$ cat config.mk
export PLATFORM = sky130hd
export DESIGN_NAME = csr_bank
export DESIGN_NICKNAME = d
export VERILOG_FILES = /design/src/rtl/csr_bank.sv
export SDC_FILE = /design/constraint.sdc
export NUM_CORES = 1
export LEC_CHECK = 0
export BUFFER_PORTS_ARGS = -buffer_cell sky130_fd_sc_hd__buf_2
export CAP_MARGIN = 10
export CORE_ASPECT_RATIO = 1.4
export CORE_MARGIN = 3
export CORE_UTILIZATION = 58
export CTS_CLUSTER_SIZE = 16
export DETAILED_ROUTE_END_ITERATION = 10
export PLACE_DENSITY = 0.87
export SKIP_CTS_REPAIR_TIMING = 1
export SLEW_MARGIN = 20
export SYNTH_ARGS = -nofsm -noshare
export SYNTH_HDL_FRONTEND = slang
export SYNTH_SLANG_ARGS = --single-unit
$ cat constraint.sdc
create_clock -name clk -period 1.9 [get_ports clk]
set_input_delay 0.095 -clock clk [delete_from_list [all_inputs] [get_ports clk]]
set_output_delay 0.095 -clock clk [all_outputs]
set_load 0.02 [all_outputs]
$ cat src/rtl/csr_bank.sv
// Eight-location control/status register window: ID, scratch, control, sticky
// W1C status, interrupt mask and a free-running counter, with registered read data and irq.
module csr_bank #(
    parameter logic [13:0] BASE     = 14'h0000,
    parameter logic [7:0]  ID_VALUE = 8'hA5
) (
    input  logic        clk,
    input  logic        rst_n,
    input  logic [13:0] adr,
    input  logic        we,
    input  logic [7:0]  dat_w,
    output logic [7:0]  dat_r,
    input  logic [7:0]  evt_in,
    output logic [7:0]  ctrl_out,
    output logic        irq
);

    localparam logic [2:0] OFF_ID      = 3'd0;
    localparam logic [2:0] OFF_SCRATCH = 3'd1;
    localparam logic [2:0] OFF_CTRL    = 3'd2;
    localparam logic [2:0] OFF_STATUS  = 3'd3;
    localparam logic [2:0] OFF_MASK    = 3'd4;
    localparam logic [2:0] OFF_CNT     = 3'd5;

    logic [7:0]  r_scratch;
    logic [7:0]  r_ctrl;
    logic [7:0]  r_status;
    logic [7:0]  r_mask;
    logic [7:0]  r_cnt;
    logic [7:0]  r_dat_r;
    logic        r_irq;

    logic [13:0] w_diff;
    logic        w_hit;
    logic [2:0]  w_off;
    logic        w_wr;
    logic [7:0]  w_clr;
    logic [7:0]  w_rd;

    // Modular subtraction: addresses below BASE wrap to large values and miss.
    assign w_diff = adr - BASE;
    assign w_hit  = (w_diff[13:3] == 11'd0);
    assign w_off  = w_diff[2:0];
    assign w_wr   = we & w_hit;
    assign w_clr  = (w_wr && (w_off == OFF_STATUS)) ? dat_w : 8'h00;

    always_comb begin
        w_rd = 8'h00;
        if (w_hit) begin
            case (w_off)
                OFF_ID:      w_rd = ID_VALUE;
                OFF_SCRATCH: w_rd = r_scratch;
                OFF_CTRL:    w_rd = r_ctrl;
                OFF_STATUS:  w_rd = r_status;
                OFF_MASK:    w_rd = r_mask;
                OFF_CNT:     w_rd = r_cnt;
                default:     w_rd = 8'h00;
            endcase
        end
    end

    always_ff @(posedge clk) begin
        if (!rst_n) begin
            r_scratch <= 8'h00;
            r_ctrl    <= 8'h00;
            r_status  <= 8'h00;
            r_mask    <= 8'h00;
            r_cnt     <= 8'h00;
            r_dat_r   <= 8'h00;
            r_irq     <= 1'b0;
        end else begin
            r_dat_r  <= w_rd;
            r_irq    <= |(r_status & r_mask);
            // New events win over a same-cycle clear of the same bit.
            r_status <= (r_status & ~w_clr) | evt_in;
            if (w_wr && (w_off == OFF_SCRATCH)) r_scratch <= dat_w;
            if (w_wr && (w_off == OFF_CTRL))    r_ctrl    <= dat_w;
            if (w_wr && (w_off == OFF_MASK))    r_mask    <= dat_w;
            if (w_wr && (w_off == OFF_CNT))     r_cnt     <= dat_w;
            else if (r_ctrl[0])                 r_cnt     <= r_cnt + 8'd1;
        end
    end

    assign dat_r    = r_dat_r;
    assign ctrl_out = r_ctrl;
    assign irq      = r_irq;

endmodule
==> results.md <==
- Status: finished, final reports clean
- Most frequent cells in the layout: dfxtp_1, buf_2, nor2_1, mux2i_1, o21ai_0
- Post-Synth Simple-Gate Area: 19.6%
- IO Port Bufs: 49
- Wire per inst: around 16 um
- Mux cell area share after synthesis: ~11%
- Post-synthesis area per instance: 9.05 um2
- Power Total: 1.79 mW
- Largest family of logic cells by synthesized area: simple AND/OR/NAND/NOR gates
- Largest net degree at the start of global routing: 29
- Fillcell total: 308
- Main synth FF type: dfxtp_1
- Pin slew with the least headroom to its limit: roughly 0.52 ns
- Ys async rst share: 0%
- Die area: 4750 um2
- First-pass GRT wire length: just under 9000 um
- Number of synthesized flops with an enable pin: 0
- Hold Crit Class: in2reg
- Final setup viols: 0
- Clk network pwr share: 32.7%
- Max Cap Viol: 0
- Tot GR Track Use: 24.7%
- Via count: 2073
- Root Buffer: clkbuf_8
- Fin Setup TNS: 0 ns
- N_diodes: 0
- Critical path endpoint category: flop
- H-tree levels: 2
- Worst EP required: 2.13 ns
- Antenna-violating nets left: 0
- Fin. Hold Viols: 0
- Die Y: 80.3 um
- Final net count: 336
- Vias per cell: 6.01
- DRT Wirelength: ~5600 um
- Final HPWL DP: 3830 um
- Leakage power: 1.15 nW
- CTS Buffer Depth: 2
- Detailed Routing Iterations Pass 1: 4
- Kind of critical path: reg2reg
- Fin crit share: 68.8%
- Combinational share of power: slightly below 9%
- Clock Latency Late Sink: 0.30 ns
- CTS tree: built
- Synth Area in XOR/XNOR: between 2 and 2.5%
- Complex-gate fraction of the synthesized area: 17.6%
- GPL Wtd Cong: 0.821
- Final setup margin: 0.594 ns
- Synth Area in Adders: less than 1%
- Core Region: 3710 um2
- Post-route DRC: 0
- Setup WS pre-CTS: 0.309 ns
- Post-synthesis cell count: 253
- Clock buffer count from CTS: 5
- Initial antenna violation count: 0
- RSZ-0062 raised after global routing: false
- Post-synth cell types: 43
- R2R setup slack: about 0.59 ns
- Initial Utilization: 61.7%
- Sinks on Clock Net: slightly below 50
- Syn nets: 287
- Worst slew margin: 65.1%
- Seq cells post-synth: 49
- FMAX: approximately 770 MHz
- Initial drt markers: 97
- Yosys top cell by area: dfxtp_1
- IO Pins: 50
- Layout cells sized above 1: ~24%
- Grt ovf: 0
- Pwr/cell area: 675 nW/um2
- Synth Warn #: 0
- Sw Share: 23.8%
- Worst-path fanout max: 4
- Post-synthesis sequential area ratio: 42.9%
- Fin crit period: 1.31 ns
- Synth area leaders: dfxtp_1, mux2i_1, nor2_1, o21ai_0, a21oi_1
- Flop pwr share: between 50 and 60%
- Vias in the first global route: 1936
- Cell-internal power: 1.36 mW
- Top-area cell type share of the netlist area: 42.9%
- Peak supply drop: 661 uV
- Crit path launch type: flop
- Critical Path AT: between 1.5 and 2 ns
- Net switching power: approximately 0.43 mW
- Cell row count: 26
- Synth-to-Final Area Change: 15.7%
- Slew Viols, Final: 0
- Die W: about 59 um
- Register clock-pin slew on the reported worst setup and hold paths: approximately 0.08 ns
- Mapped Area: 2290 um2
- Worst setup skew after layout: 0.00632 ns
## worst paths after layout
kind	to	from	cells past startpoint
max	r_cnt[6]$_SDFFE_PN0P_	r_cnt[0]$_SDFFE_PN0P_	5
min	r_status[7]$_SDFF_PN0_	dat_w[7]	2
max reg2reg	r_cnt[6]$_SDFFE_PN0P_	r_cnt[0]$_SDFFE_PN0P_	5
min reg2reg	r_scratch[1]$_SDFFE_PN0P_	r_scratch[1]$_SDFFE_PN0P_	2
## cells in the mapped netlist, types with 3 or more instances
library cell and instances:
a211oi_1 4, a21oi_1 12, a22oi_1 5, a31oi_1 9
a32oi_1 4, and3_1 3, buf_2 6, clkbuf_1 6
dfxtp_1 49, inv_1 14, mux2i_1 23, nand2_1 12
nand3_1 10, nand4_2 3, nor2_1 28, nor2b_1 4
o21ai_0 15, o21ai_1 8, xor2_1 4
## state kept, by name, summed over array words and instances (netlist names)
signal,count
ctrl_out,8
dat_r,8
irq,1
r_cnt,8
r_mask,8
r_scratch,8
r_status,8
## critical path, stage by stage, from the launching register on
cell and delay (ns):
dfxtp_1 0.41, ha_1 0.20, and3_1 0.19, nand4_1 0.12
xor2_1 0.17, a21oi_1 0.15
## cell type report
cell class / instances / area (um2) / area share, %
multi-input combinational: 174 / 1170 / 44.1
clock buffer: 8 / 80.1 / 3.02
inverter: 14 / 52.6 / 1.98
timing repair buffer: 58 / 313 / 11.8
sequential: 49 / 981 / 37.1
tap: 42 / 52.6 / 1.98
## kinds of logic (layout without fill, tap and decap cells)
logic type,count (synthesis),after routing
xor+xnor,6,6
fa+ha+maj,1,1
compound gates,65,65
buf+inv,30,80
mux,25,25
simple gates,77,77
flops,49,49
## layer usage
| metal | wire length [um] | global-route usage (%) | vias up |
|---|---|---|---|
| met5 | 0 | 0 | - |
| met1 | 2260 | 29.6 | 958 |
| li1 | - | - | 1005 |
| met2 | 2730 | 39.7 | 89 |
| met3 | 384 | 4.82 | 21 |
| met4 | 218 | 15.0 | 0 |
## per-stage QoR
step	instances	util, %	hold WS [ns]	cell area, um2
CTS	345	71.4	0.0335	2650
detailed placement	337	69.2	0.353	2570
global placement	337	69.2	0.345	2570
global route	345	71.4	0.0447	2650
finish	345	71.4	0.0387	2650
floorplan	253	-	0.196	2290
## power by group through the flow
stage,logic [mW],clock network (mW),registers (mW)
global route,0.169,0.633,1.05
global placement,0.148,0,1.07
CTS,0.153,0.587,1.05
finish,0.155,0.584,1.05
floorplan,0.0809,0,1.07
detailed placement,0.152,0,1.07
(Power assumes the default switching activity.)
